--- config.mk ---
export PLATFORM = sky130hd
export DESIGN_NAME = iter_divider
export DESIGN_NICKNAME = d
export VERILOG_FILES = /design/src/rtl/div_pkg.sv /design/src/rtl/div_restore_step.sv /design/src/rtl/iter_divider.sv
export SDC_FILE = /design/constraint.sdc
export NUM_CORES = 1
export LEC_CHECK = 0
export BUFFER_PORTS_ARGS = -buffer_cell sky130_fd_sc_hd__buf_2
export CAP_MARGIN = 0
export CELL_PAD_IN_SITES_DETAIL_PLACEMENT = 1
export CELL_PAD_IN_SITES_GLOBAL_PLACEMENT = 2
export CORE_MARGIN = 2
export CORE_UTILIZATION = 35
export CTS_BUF_LIST = sky130_fd_sc_hd__clkbuf_8
export DETAILED_ROUTE_END_ITERATION = 12
export PLACE_DENSITY_LB_ADDON = 0.1
export SLEW_MARGIN = 20
export SYNTH_ARGS = -nofsm -noshare
export SYNTH_HDL_FRONTEND = slang
export SYNTH_HIERARCHICAL = 1
export SYNTH_SLANG_ARGS = --single-unit
--- constraint.sdc ---
create_clock -name clk -period 10.7 [get_ports clk]
set_input_delay 2.14 -clock clk [delete_from_list [all_inputs] [get_ports clk]]
set_output_delay 2.14 -clock clk [all_outputs]
set_load 0.01 [all_outputs]
--- src/rtl/div_pkg.sv ---
// -----------------------------------------------------------------------------
// div_pkg
// Shared types and helpers for the iterative divider.
//   div_op_e    : M-extension divide opcode (DIV, DIVU, REM, REMU)
//   div_state_e : divider FSM states
//   is_signed() : true for DIV/REM
//   is_rem()    : true for REM/REMU (result is the remainder)
// -----------------------------------------------------------------------------
package div_pkg;

    typedef enum logic [1:0] {
        DIV  = 2'b00,
        DIVU = 2'b01,
        REM  = 2'b10,
        REMU = 2'b11
    } div_op_e;

    typedef enum logic [1:0] {
        IDLE = 2'd0,
        CALC = 2'd1,
        FIX  = 2'd2,
        DONE = 2'd3
    } div_state_e;

    function automatic logic is_signed(input div_op_e op);
        return ~op[0];
    endfunction

    function automatic logic is_rem(input div_op_e op);
        return op[1];
    endfunction

endpackage

--- src/rtl/div_restore_step.sv ---
// -----------------------------------------------------------------------------
// div_restore_step
// One combinational radix-2 restoring-division step on magnitudes.
//   part_rem [WIDTH:0]   : partial remainder before the step
//   next_bit             : next dividend bit shifted in at the LSB
//   divisor  [WIDTH-1:0] : divisor magnitude
//   new_rem  [WIDTH:0]   : partial remainder after the step
//   q_bit                : quotient bit produced by this step
// -----------------------------------------------------------------------------
module div_restore_step #(
    parameter int WIDTH = 32
) (
    input  logic [WIDTH:0]   part_rem,
    input  logic             next_bit,
    input  logic [WIDTH-1:0] divisor,
    output logic [WIDTH:0]   new_rem,
    output logic             q_bit
);

    logic [WIDTH:0]   shifted;
    logic [WIDTH+1:0] diff;

    assign shifted = {part_rem[WIDTH-1:0], next_bit};
    assign diff    = {1'b0, shifted} - {2'b00, divisor};

    // A set MSB in the incoming remainder means the shifted value already
    // exceeds any WIDTH-bit divisor, so the subtraction must succeed; the low
    // WIDTH+1 bits of the difference are still exact in that case.
    assign q_bit   = part_rem[WIDTH] | ~diff[WIDTH+1];
    assign new_rem = q_bit ? diff[WIDTH:0] : shifted;

endmodule

--- src/rtl/iter_divider.sv ---
// -----------------------------------------------------------------------------
// iter_divider
// Radix-2 iterative divider for the M-extension execute stage. Handles
// DIV/DIVU/REM/REMU on magnitudes with sign correction, with RISC-V results
// for divide-by-zero and signed overflow. Valid/ready on both sides, plus flush.
//
// Optional feature macro: DIV_RESULT_CACHE_EN
//   Keeps the last completed operands/signedness with quotient and remainder so
//   a matching follow-up request (e.g. DIV then REM) finishes in one cycle.
//
// Ports:
//   clk, rst (async, active-high)
//   flush                 : abort in-flight op, back to IDLE next edge
//   in_valid / in_ready   : request handshake (in_ready high only in IDLE)
//   op [1:0]              : 00 DIV, 01 DIVU, 10 REM, 11 REMU
//   dividend, divisor     : operands, WIDTH bits
//   out_valid / out_ready : result handshake (out_valid held until out_ready)
//   result                : quotient or remainder per op
// -----------------------------------------------------------------------------
module iter_divider
    import div_pkg::*;
#(
    parameter int WIDTH = 32
) (
    input  logic             clk,
    input  logic             rst,
    input  logic             flush,
    input  logic             in_valid,
    output logic             in_ready,
    input  logic [1:0]       op,
    input  logic [WIDTH-1:0] dividend,
    input  logic [WIDTH-1:0] divisor,
    output logic             out_valid,
    input  logic             out_ready,
    output logic [WIDTH-1:0] result
);

    localparam int CNT_W = $clog2(WIDTH + 1);
    localparam logic [WIDTH-1:0] MIN_VAL = {1'b1, {(WIDTH-1){1'b0}}};

    div_state_e       state;
    div_op_e          op_q;
    logic [WIDTH-1:0] quo_q;      // dividend magnitude, shifted out as quotient shifts in
    logic [WIDTH-1:0] dvs_q;      // divisor magnitude
    logic [WIDTH:0]   rem_q;
    logic [CNT_W-1:0] cnt_q;
    logic             q_neg_q;
    logic             r_neg_q;
    logic [WIDTH-1:0] result_q;

    // Accept-time decode of the incoming request.
    div_op_e          op_in;
    logic             sgn;
    logic             a_neg;
    logic             b_neg;
    logic [WIDTH-1:0] a_mag;
    logic [WIDTH-1:0] b_mag;
    logic             div_zero;
    logic             ovf;
    logic [WIDTH-1:0] special_q;
    logic [WIDTH-1:0] special_r;
    logic             accept;

    assign op_in     = div_op_e'(op);
    assign sgn       = is_signed(op_in);
    assign a_neg     = sgn & dividend[WIDTH-1];
    assign b_neg     = sgn & divisor[WIDTH-1];
    assign a_mag     = a_neg ? -dividend : dividend;
    assign b_mag     = b_neg ? -divisor : divisor;
    assign div_zero  = (divisor == '0);
    assign ovf       = sgn && (dividend == MIN_VAL) && (divisor == '1);
    assign special_q = div_zero ? '1 : MIN_VAL;
    assign special_r = div_zero ? dividend : '0;
    assign accept    = in_valid & in_ready & ~flush;

    // One shared restoring step, reused every CALC cycle.
    logic [WIDTH:0] step_rem;
    logic           step_bit;

    div_restore_step #(.WIDTH(WIDTH)) u_step (
        .part_rem (rem_q),
        .next_bit (quo_q[WIDTH-1]),
        .divisor  (dvs_q),
        .new_rem  (step_rem),
        .q_bit    (step_bit)
    );

    // Sign correction applied in FIX.
    logic [WIDTH-1:0] fix_q;
    logic [WIDTH-1:0] fix_r;

    assign fix_q = q_neg_q ? -quo_q : quo_q;
    assign fix_r = r_neg_q ? -rem_q[WIDTH-1:0] : rem_q[WIDTH-1:0];

    logic             hit;
    logic [WIDTH-1:0] hit_res;

`ifdef DIV_RESULT_CACHE_EN
    logic             c_valid;
    logic             c_sgn;
    logic [WIDTH-1:0] c_a;
    logic [WIDTH-1:0] c_b;
    logic [WIDTH-1:0] c_quo;
    logic [WIDTH-1:0] c_rem;
    logic [WIDTH-1:0] a_raw_q;    // raw operands of the op in flight, for the tag
    logic [WIDTH-1:0] b_raw_q;

    assign hit     = c_valid && (c_a == dividend) && (c_b == divisor) && (c_sgn == sgn);
    assign hit_res = is_rem(op_in) ? c_rem : c_quo;

    always_ff @(posedge clk or posedge rst) begin
        if (rst) begin
            c_valid <= 1'b0;
            c_sgn   <= 1'b0;
            c_a     <= '0;
            c_b     <= '0;
            c_quo   <= '0;
            c_rem   <= '0;
            a_raw_q <= '0;
            b_raw_q <= '0;
        end else if (flush) begin
            c_valid <= 1'b0;
        end else begin
            if (accept) begin
                a_raw_q <= dividend;
                b_raw_q <= divisor;
            end
            if (accept && !hit && (div_zero || ovf)) begin
                c_valid <= 1'b1;
                c_sgn   <= sgn;
                c_a     <= dividend;
                c_b     <= divisor;
                c_quo   <= special_q;
                c_rem   <= special_r;
            end else if (state == FIX) begin
                c_valid <= 1'b1;
                c_sgn   <= is_signed(op_q);
                c_a     <= a_raw_q;
                c_b     <= b_raw_q;
                c_quo   <= fix_q;
                c_rem   <= fix_r;
            end
        end
    end
`else
    assign hit     = 1'b0;
    assign hit_res = '0;
`endif

    // NOTE: state registers use non-blocking assignments so every register in
    // this block samples the pre-edge values of its neighbours.
    always_ff @(posedge clk or posedge rst) begin
        if (rst) begin
            state    <= IDLE;
            op_q     <= DIV;
            quo_q    <= '0;
            dvs_q    <= '0;
            rem_q    <= '0;
            cnt_q    <= '0;
            q_neg_q  <= 1'b0;
            r_neg_q  <= 1'b0;
            result_q <= '0;
        end else if (flush) begin
            // Flush wins over acceptance and over out_ready; result is dropped.
            state <= IDLE;
            cnt_q <= '0;
        end else begin
            unique case (state)
                IDLE: begin
                    if (accept) begin
                        op_q <= op_in;
                        if (hit) begin
                            result_q <= hit_res;
                            state    <= DONE;
                        end else if (div_zero || ovf) begin
                            result_q <= is_rem(op_in) ? special_r : special_q;
                            state    <= DONE;
                        end else begin
                            quo_q   <= a_mag;
                            dvs_q   <= b_mag;
                            rem_q   <= '0;
                            cnt_q   <= CNT_W'(WIDTH);
                            q_neg_q <= a_neg ^ b_neg;
                            r_neg_q <= a_neg;
                            state   <= CALC;
                        end
                    end
                end
                CALC: begin
                    rem_q <= step_rem;
                    quo_q <= {quo_q[WIDTH-2:0], step_bit};
                    cnt_q <= cnt_q - 1'b1;
                    if (cnt_q == CNT_W'(1)) begin
                        state <= FIX;
                    end
                end
                FIX: begin
                    result_q <= is_rem(op_q) ? fix_r : fix_q;
                    state    <= DONE;
                end
                DONE: begin
                    if (out_ready) begin
                        state <= IDLE;
                    end
                end
                default: state <= IDLE;
            endcase
        end
    end

    assign in_ready  = (state == IDLE);
    assign out_valid = (state == DONE);
    assign result    = result_q;

endmodule

==> results.cfg <==
[clocking]
cts_sinks = 140
cts_setup_buffers = 0
cts_buffer_depth = 2
tritoncts = yes
post_cts_resized = 0
clock_latency_ps = 490
htree_levels = 4
path_clk_slew_ps = 90
cts_hold_buffers = 0
root_buffer = clkbuf_8
cts_buffers = 17

[detailed_routing]
ant_nets = 0
wl_per_cell_um = 22.7
postRouteWirelength_um = 44300
drt_iter0_markers = 730
via_per_inst = 5.66
vias = 11000
drc = 0
dr.pass1.iters = 5

[worst_setup_path]
cp_slowest_cell = nor4_2
critPathMaxStageDelay_ps = 770
crit_type = in2reg
crit_path_start_kind = primary input
cp-end-kind = flop
crit_required_ps = 11080
cp_max_fo = 21
cp_num_buf_inv = 2
cp.arrival_ps = 5500
crit_chain = buf_2 > nor4_2 > nand4_1 > or3_4 > o211a_2 > or2_1 > buf_4 > a22o_1
cp_top_family = simple AND/OR/NAND/NOR gates

[layout]
fin_area_um2 = 13500
drive_gt1_share_pct = 14.4
diodes = 0
fin_nets = 1597
final_cells = 1950
area_growth_pct = 10.6

[placed_design]
io_buffers = 104
post-place-ws_ps = 5140
gp_congestion = 0.839
dpl_cell_area_um2 = 13100
hpwl_um = 33700
dp_cells = 1918

[outcome]
status = completed

[yosys]
synth_edf_count = 0
syn_nets = 1537
yosysWarnings = 6
synth_top_family_by_area = compound AO/OA/AOI/OAI gates
synth_area_leader_cell = dfrtp_1
synth_compound_area_share_pct = 20.1
syn_area_per_cell_um2 = 8.60
synth_xor_area_share_pct = 9.89
seq_area_frac_synth_pct = 28.7
synth-simple-area-share_pct = 17.5
synth_area_leaders = dfrtp_1, xnor2_1, mux2_1, ha_1, nand2_1
synth_cell_types = 85
muxShareOfSynthArea_pct = 13.2
synth.top_cell.area_share_pct = 28.7
yosys.area_share.adder_pct = 4.57
netlist_instances = 1422
async_reset_ff_share_pct = 100
netlist_area_um2 = 12200
ys_seq_elements = 140
synth_ff_type = dfrtp_1

[floorplan]
start_util_pct = 35.5
pin_count = 105
die_h_um = 191
die_x_um = 191
core_um2 = 34500
die_area_um2 = 36400
row_count = 68

[sta]
fin_ws_ps = 5570
post-route-period-util_pct = 47.9
slew_headroom_pct = 30.1
fin_worst_skew_ps = 13.9
timing.final.crit_period_ps = 5130
max_slew.worst_pin.slew_ps = 1040
rsz0062_at_grt = false
slew_violations = 0
fmax_mhz = 195
hold_viol = 0
setup_viol = 0
finalSetupTns_ps = 0

[global_route]
grt_pass1_wl_um = 68600
grt_pass1_vias = 11500
grt_max_degree = 92
antenna_found_initial = 0
grtUsageTotal_pct = 24.7
grt.overflow.total = 0

[power]
irDropWorstVdd_mv = 0.441
power_mw = 3.74
p_per_area_nw_per_um2 = 277
p_leak_nw = 5.66

[run]
max_cap_violations = 0

[min_path]
min-delay-path-class = reg2reg
## layer usage
layer / vias up / track usage (%) / part of all wire (%)
met1: 5534 / 33.9 / 48
met4: 0 / 5.69 / 1.8
met3: 40 / 3.51 / 2.9
met2: 174 / 40.8 / 47
li1: 5281 / - / -
met5: - / 0 / 0
## per-stage QoR
stage | util (%) | hold WS [ps]
after global routing | 39.2 | 512
after floorplan | - | 458
after global placement | 38.1 | 471
after CTS | 39.2 | 496
final | 39.2 | 493
after detailed placement | 38.1 | 475
## layout make-up
| cell class | count | area [µm²] |
|---|---|---|
| Clock buffer | 18 | 248 |
| Clock inverter | 14 | 148 |
| Fill cell | 4099 | 20900 |
| Inverter | 105 | 399 |
| Multi-Input combinational cell | 1100 | 8030 |
| Sequential cell | 140 | 3500 |
| Tap cell | 455 | 569 |
| Timing Repair Buffer | 118 | 626 |
## cell families after synthesis
logic type	count (synthesis)
adder cells (fa/ha/maj)	44
AO/OA/AOI/OAI	360
AND/OR/NAND/NOR	419
flip-flops	140
XOR/XNOR	138
multiplexers	139
buffers and inverters	182
## cell usage in the layout, fill, tap and decap left out, types with 8 or more instances in the layout
cell / instances
mux2i_1: 44
nor4_1: 16
nor2_1: 85
a21oi_1: 62
xor2_1: 44
a22o_1: 8
nand2b_1: 18
a21o_1: 17
or2_2: 8
nand4_1: 24
o21ai_0: 74
nand3_1: 17
and3_1: 8
mux2_4: 28
a31oi_1: 16
o41ai_1: 23
o21ai_1: 27
or4_1: 18
dfrtp_1: 140
a32o_1: 11
ha_1: 42
o31ai_1: 30
nor3_1: 31
buf_2: 104
clkbuf_8: 18
o211ai_1: 15
or3_1: 20
nand2_1: 125
buf_4: 14
nor2b_1: 14
xnor2_1: 94
mux2_1: 62
inv_1: 105
## Yosys cell counts (4+ instances only)
master,number
buf_2,10
nor2b_1,14
nand4_1,24
a221oi_1,7
a32o_1,11
o211ai_1,15
o21ai_1,27
o21bai_1,4
o311ai_0,4
ha_1,43
o31ai_1,30
xor2_1,44
mux2_1,62
a32oi_1,4
and2_1,5
o21a_1,6
nor2_1,86
inv_1,105
a21oi_1,62
o41ai_1,23
nand2b_1,18
xnor2_1,94
nor3_1,31
clkbuf_1,60
or2_2,8
a211oi_1,5
nand3_1,17
or3_1,20
nor4_1,17
a31oi_1,16
mux2i_1,44
nand2_1,125
mux2_4,28
and3_1,8
o221ai_1,5
mux2_2,5
a21boi_0,4
a22o_1,8
o21ai_0,74
a21o_1,17
nand4b_1,4
dfrtp_1,140
or4_1,18
buf_6,4
## registers in the layout, summed over array words and instances (netlist names)
register  count
state         2
dvs_q        32
quo_q        32
r_neg_q       1
cnt_q         6
q_neg_q       1
rem_q        33
op_q          1
result       32
## power by group
group | switching (mW) | leakage (nW) | total, mW | internal (mW)
clock network | 0.251 | 0.181 | 0.464 | 0.213
logic | 1.32 | 3.70 | 2.30 | 0.982
registers | 0.255 | 1.78 | 0.973 | 0.717
total | 1.83 | 5.66 | 3.74 | 1.91
## final timing paths
path	startpoint	cells after the start	endpoint	slack (ps)
worst max register to register	quo_q[31]	13	rem_q[30]	7150
worst min register to register	dvs_q[2]	1	dvs_q[2]	490
worst min-delay path	dvs_q[2]	1	dvs_q[2]	490
max in group asynchronous	rst	3	result[26]	7520
min in group asynchronous	rst	2	dvs_q[7]	1850
worst max-delay path	divisor[12]	8	result[13]	5570
Power figures use the tool's default switching activity.
